`src/rtl/pipe_adder.sv`:
```
// pipe_adder: WIDTH-bit adder cut into SEG-bit ripple slices, one register
// stage per slice, valid/ready on both sides. Optional subtract: PIPE_ADDER_SUB_EN.
module pipe_adder #(
  parameter int WIDTH = 16,
  parameter int SEG   = 4
) (
  input  logic             clk,
  input  logic             rst_n,
  input  logic             in_valid,
  output logic             in_ready,
  input  logic [WIDTH-1:0] in_a,
  input  logic [WIDTH-1:0] in_b,
  input  logic             in_cin,
`ifdef PIPE_ADDER_SUB_EN
  input  logic             in_sub,
`endif
  output logic             out_valid,
  input  logic             out_ready,
  output logic [WIDTH-1:0] out_sum,
  output logic             out_cout,
  output logic             out_ovf
);

  localparam int NST = WIDTH / SEG;

  if ((SEG < 1) || (NST < 1) || (WIDTH % SEG != 0)) begin : g_bad_cfg
    $error("pipe_adder: WIDTH must be a non-zero multiple of SEG");
  end

  // Index k holds what stage k consumes; index k+1 is what stage k holds.
  logic [NST:0]     v_in;
  logic [NST:0]     c_in;
  logic [WIDTH-1:0] s_in [NST+1];
  logic [WIDTH-1:0] a_in [NST];
  logic [WIDTH-1:0] b_in [NST];
  logic [NST:0]     rdy;
  logic             ovf_q;

  // Subtraction is folded in once at the entry: A + ~B + 1.
`ifdef PIPE_ADDER_SUB_EN
  assign b_in[0] = in_sub ? ~in_b : in_b;
  assign c_in[0] = in_sub | in_cin;
`else
  assign b_in[0] = in_b;
  assign c_in[0] = in_cin;
`endif
  assign a_in[0] = in_a;
  assign v_in[0] = in_valid;
  assign s_in[0] = '0;

  // Ready ripples back from the consumer; an empty stage always accepts.
  always_comb begin
    rdy      = '0;
    rdy[NST] = out_ready;
    for (int k = NST - 1; k >= 0; k--) begin
      rdy[k] = !v_in[k+1] || rdy[k+1];
    end
  end

  for (genvar k = 0; k < NST; k++) begin : g_st
    logic [SEG:0]     slice;
    logic [WIDTH-1:0] s_nxt;
    logic             load;
    logic             v_r;
    logic             c_r;
    logic [WIDTH-1:0] s_r;

    assign load  = rdy[k] && v_in[k];
    assign slice = {1'b0, a_in[k][k*SEG +: SEG]}
                 + {1'b0, b_in[k][k*SEG +: SEG]}
                 + {{SEG{1'b0}}, c_in[k]};

    // Earlier result slices pass through; slice k gets the new sum.
    always_comb begin
      s_nxt                = s_in[k];
      s_nxt[k*SEG +: SEG]  = slice[SEG-1:0];
    end

    // Valid advances whenever this stage may load, so bubbles collapse.
    always_ff @(posedge clk or negedge rst_n) begin
      if (!rst_n) begin
        v_r <= 1'b0;
      end else if (rdy[k]) begin
        v_r <= v_in[k];
      end
    end

    // Result and carry load only with a real beat; otherwise held.
    always_ff @(posedge clk or negedge rst_n) begin
      if (!rst_n) begin
        c_r <= 1'b0;
        s_r <= '0;
      end else if (load) begin
        c_r <= slice[SEG];
        s_r <= s_nxt;
      end
    end

    assign v_in[k+1] = v_r;
    assign c_in[k+1] = c_r;
    assign s_in[k+1] = s_r;

    if (k < NST - 1) begin : g_op
      logic [WIDTH-1:0] a_r;
      logic [WIDTH-1:0] b_r;

      // Operands ride along for the slices still to be added.
      always_ff @(posedge clk or negedge rst_n) begin
        if (!rst_n) begin
          a_r <= '0;
          b_r <= '0;
        end else if (load) begin
          a_r <= a_in[k];
          b_r <= b_in[k];
        end
      end

      assign a_in[k+1] = a_r;
      assign b_in[k+1] = b_r;
    end else begin : g_ovf
      logic msb_cin;

      // Carry into the MSB recovered from the MSB sum bit.
      assign msb_cin = a_in[k][WIDTH-1] ^ b_in[k][WIDTH-1] ^ slice[SEG-1];

      // Signed overflow: carry into MSB differs from carry out of MSB.
      always_ff @(posedge clk or negedge rst_n) begin
        if (!rst_n) begin
          ovf_q <= 1'b0;
        end else if (load) begin
          ovf_q <= msb_cin ^ slice[SEG];
        end
      end
    end
  end

  assign in_ready  = rdy[0];
  assign out_valid = v_in[NST];
  assign out_sum   = s_in[NST];
  assign out_cout  = c_in[NST];
  assign out_ovf   = ovf_q;

endmodule

```
`config.mk`:
```
export PLATFORM = sky130hd
export DESIGN_NAME = pipe_adder
export DESIGN_NICKNAME = d
export VERILOG_FILES = /design/src/rtl/pipe_adder.sv
export SDC_FILE = /design/constraint.sdc
export NUM_CORES = 1
export LEC_CHECK = 0
export ABC_CLOCK_PERIOD_IN_PS = 2150
export CORE_UTILIZATION = 54
export DETAILED_ROUTE_END_ITERATION = 16
export PLACE_DENSITY = 0.79
export SYNTH_ARGS = -nofsm -noshare
export SYNTH_HDL_FRONTEND = slang
export SYNTH_SLANG_ARGS = --single-unit
```
`constraint.sdc`:
```
create_clock -name clk -period 2.15 [get_ports clk]
set_clock_uncertainty 0.15 [all_clocks]
set_input_delay 0.43 -clock clk [delete_from_list [all_inputs] [get_ports clk]]
set_output_delay 0.43 -clock clk [all_outputs]
set_load 0.02 [all_outputs]
```
## After elaboration in Yosys (flattened, before gate mapping)

Cells that the tools add are included.

| word-level totals | value |
|---|---|
| bits of input ports | 37 |
| output and inout bits | 20 |
| register bits after elaboration | 145 |
| word-level logic and storage cells | 42 |

| operators by class | value |
|---|---|
| bitwise operators | 3 |
| add/subtract/negate cells | 8 |
| reduce and logical (&&, ||, !) cells | 12 |

Operators by type and width:

| cell | count |
|---|---|
| adder 4 x 4 -> 5 bit | 4 |
| adder 5 x 1 -> 5 bit | 4 |
| logical AND 1 bit | 4 |
| logical NOT 1 bit | 4 |
| logical OR 1 bit | 4 |
| XOR 1 bit | 3 |

## Logic depth before layout (Yosys ltp)

| logic depth | value |
|---|---|
| depth after elaboration | 6 |
| gate-level depth with buffers | 7 |

## Least setup slack after synthesis

OpenSTA, ideal clock, no wires.

| timing | value |
|---|---|
| path type | register -> register |
| start point | register g_st[1].c_r |
| end point | register g_st[2].c_r |
| path buffers | 0 |
| data required time | 1.873 ns |
| cell stages (with the launch flop) | 6 |
| period minus slack after synthesis | 1.868 ns |
| library setup time | 0.127 ns |
| slack | 0.282 ns |
| arrival time | 1.591 ns |
| cells stage by stage | dfrtp_1 fa_1 fa_1 a21o_1 a21oi_1 o21ai_0 |

| on the way | value |
|---|---|
| cells in the longest elaborated chain, start to end | 1 |

RTL lines:

| what | line | RTL |
|---|---|---|
| start: declaration | 65 | `logic c_r;` |
| start signal: assignment | 94 | `c_r <= slice[SEG];` |
| adder 5 x 1 -> 5 bit | 71 | `+ {{SEG{1'b0}}, c_in[k]};` |
| end signal: assignment | 94 |  |
| end: declaration | 65 |  |

No other way between the ends.
A chain may end at the register's enable or synchronous reset.

## Worst setup path in the final report

| timing | value |
|---|---|
| start point | input out_ready |
| end point | output in_ready |

| on the way | value |
|---|---|
| cells in the longest elaborated chain, start to end | 4 |

RTL lines:

| what | line | RTL |
|---|---|---|
| start: declaration | 18 | `input logic out_ready,` |
| logical OR 1 bit (4 in a row) | 56 | `rdy[k] = !v_in[k+1] \|\| rdy[k+1];` |
| end: declaration | 10 | `output logic in_ready,` |

No other way between the ends.

==> flow_summary.json <==
{
  "nets": 407,
  "ys_top_cells_by_count": "97 x dfrtp_1, 79 x mux2_2, 17 x nand2_1",
  "drc_errors": 0,
  "wl_per_cell_um": 13.99,
  "cts_buffer_depth": 2,
  "seqPwrFrac_pct": 46.6,
  "cts_tree": "yes",
  "grt_usage_pct": 18.41,
  "routed_wl_mm": 6.352,
  "grt_overflow": 0,
  "syn2layout_area_growth_pct": 22.62,
  "dieArea_um2": 8026,
  "htree_levels": 3,
  "leakage_nw": 2.252,
  "worstMarginPinSlew_ps": 375.7,
  "synth_top_area_share_pct": 58.59,
  "slew_viol_final": 0,
  "rsz0062_at_grt": "false",
  "insertion_delay_ps": 350,
  "portBuffers": 56,
  "path_clk_slew_ps": 90,
  "die_y_um": 89.59,
  "cp.required_ps": 1570,
  "swShare_pct": 30.53,
  "hold_viol": 0,
  "status": "finished clean",
  "synth_edf_count": 0,
  "ys_seq_area_share_pct": 58.59,
  "ff2ff_path_depth": 5,
  "period_minus_slack_ps": 2112,
  "synth_warnings": 0,
  "synth_area_um2": 4143,
  "critical_path.max_fanout": 3,
  "hold_path.class": "in2async",
  "initial_core_util_pct": 56.51,
  "p_int_mw": 4.147,
  "async_flop_share_pct": 100.0,
  "cts_sinks": 97,
  "power.total_mw": 5.969,
  "hpwl_mm": 4.582,
  "synth_area_leaders": "dfrtp_1 59%, mux2_2 21%, fa_1 3.9%",
  "gp_congestion": 0.7367,
  "antenna_found_initial": 0,
  "drt_iter0_drc": 46,
  "finalWorstSetupSlack_ps": 37.96,
  "io_pins": 57,
  "power.density_nw_per_um2": 1175,
  "max-vdd-ir-drop_mv": 0.4848,
  "startpoint_type": "input port",
  "relSlewSlack_pct": 74.95,
  "critPathKind": "in2out",
  "die_w_um": 89.59,
  "arrival_ps": 1530,
  "maxCapViolCount": 0,
  "syn_avg_cell_area_um2": 14.80,
  "dp_cells": 437,
  "clockRootBuffer": "clkbuf_8",
  "fin_cells": 454,
  "dr.pass1.iters": 3,
  "cts_buffers": 9,
  "grt_pass1_vias": 2342,
  "r2r_setup_slack_ps": 150,
  "synth_largest_area_cell": "dfrtp_1",
  "max_freq_mhz": 473.5,
  "post_cts_buffers": 0,
  "netSwitchingPower_mw": 1.823,
  "reg2reg_from": "g_st[1].c_r",
  "timing.final.crit_share_pct": 98.23,
  "synth_nets": 337,
  "syn_inst": 280,
  "drive_above_1_share_pct": 31.27,
  "fp-row-count": 31,
  "via_per_inst": 5.152,
  "rr_endpoint": "g_st[2].c_r",
  "yosysMostFrequentCell": "dfrtp_1",
  "vias": 2339,
  "pwr-share-clk_pct": 18.8,
  "postRouteAntennaNets": 0,
  "ys_ff_latch": 97,
  "combPwrFrac_pct": 34.6,
  "endpoint_kind": "primary output",
  "grt_pass1_wl_mm": 10.79,
  "synth_flop_cell": "dfrtp_1",
  "place_ws_ps": -331.3,
  "core_region_area_um2": 7331,
  "setup_violations": 0,
  "grt_max_degree": 57,
  "ys_types": 21,
  "num_antenna_cells": 0
}
-- registers in the layout, indices dropped and copies added (netlist names) --
register,count
g_st.c_r,3
g_st.g_op.a_r,24
g_st.g_op.b_r,24
g_st.s_r,24
g_st.v_r,3
out_cout,1
out_ovf,1
out_sum,16
out_valid,1
-- layout by cell type, fill, tap and decap left out, types with 8 or more instances in the layout --
master,n
clkdlybuf4s50_1,54
ha_1,12
inv_1,8
fa_1,8
dfrtp_1,97
a21oi_1,8
nand2_1,17
mux2_2,79
clkbuf_8,9
o21ai_0,14
-- per-stage QoR --
stage	area [um2]	util [%]	TNS [ps]	hold slack, ps
2_1_floorplan	4143	-	0	-15.59
3_3_place_gp	4888	66.68	-866.1	126.8
3_5_place_dp	4888	66.68	-2312	130.7
4_1_cts	5080	69.30	0	288.6
5_1_grt	5080	69.30	0	308.9
6_report	5080	69.30	0	297.9
-- power groups by stage --
| stage | combinational (mW) | clock, mW | sequential [mW] |
|---|---|---|---|
| 3_3_place_gp | 1.99 | 0 | 2.79 |
| 6_report | 2.06 | 1.12 | 2.78 |
| 3_5_place_dp | 2.09 | 0 | 2.83 |
| 4_1_cts | 2.10 | 1.15 | 2.79 |
| 2_1_floorplan | 1.18 | 0 | 2.94 |
| 5_1_grt | 2.31 | 1.23 | 2.87 |
-- worst max path at each step --
stage | startpoint | end | slack [ps] | depth (start not counted)
2_1_floorplan | g_st[1].c_r | g_st[2].c_r | 280 | 5
3_3_place_gp | out_ready | in_ready | -290 | 4
3_5_place_dp | out_ready | in_ready | -330 | 4
4_1_cts | out_ready | in_ready | 50 | 4
5_1_grt | out_ready | in_ready | 9 | 4
6_report | out_ready | in_ready | 40 | 4
-- metal layers --
| layer | up-vias | track usage (%) | wire length [um] |
|---|---|---|---|
| met5 | - | 0 | 0 |
| met4 | 0 | 8.658 | 106 |
| met3 | 10 | 3.656 | 184 |
| met2 | 43 | 30.85 | 3240 |
| met1 | 1169 | 23.16 | 2822 |
| li1 | 1117 | - | - |
-- cell type report --
| class | instances | area (um2) |
|---|---|---|
| inverter | 8 | 30.03 |
| sequential | 97 | 2427 |
| timing repair buffer | 68 | 708.2 |
| tap | 99 | 123.9 |
| multi-input combinational | 166 | 1604 |
| clock buffer | 10 | 127.6 |
| clock inverter | 6 | 58.81 |
| fill | 492 | 2251 |
-- critical path, stage by stage --
cell and delay, ps:
clkdlybuf4s50_1 450, nand4b_4 190, or2_2 300, buf_2 170
-- logic make-up (layout without fill, tap and decap cells) --
logic type / Yosys count / after routing / synth area share, %
xor gates and xnor gates: 9 / 9 / 1.903
adders and majority gates: 20 / 20 / 7.490
buffers and inverters: 17 / 92 / 2.688
muxes: 79 / 79 / 21.47
AOI/OAI and AO/OA: 30 / 30 / 4.319
DFF: 97 / 97 / 58.59
and+or+nand+nor: 28 / 28 / 3.534
-- timing repair --
| action | 4_1_cts | 5_1_grt |
|---|---|---|
| resized for setup | 4 | 0 |
| hold buffers | 1 | 0 |
| hold endpoints to repair | 10 | 0 |
| setup endpoints to repair | 1 | 0 |
Power figures use the tool's default switching activity.
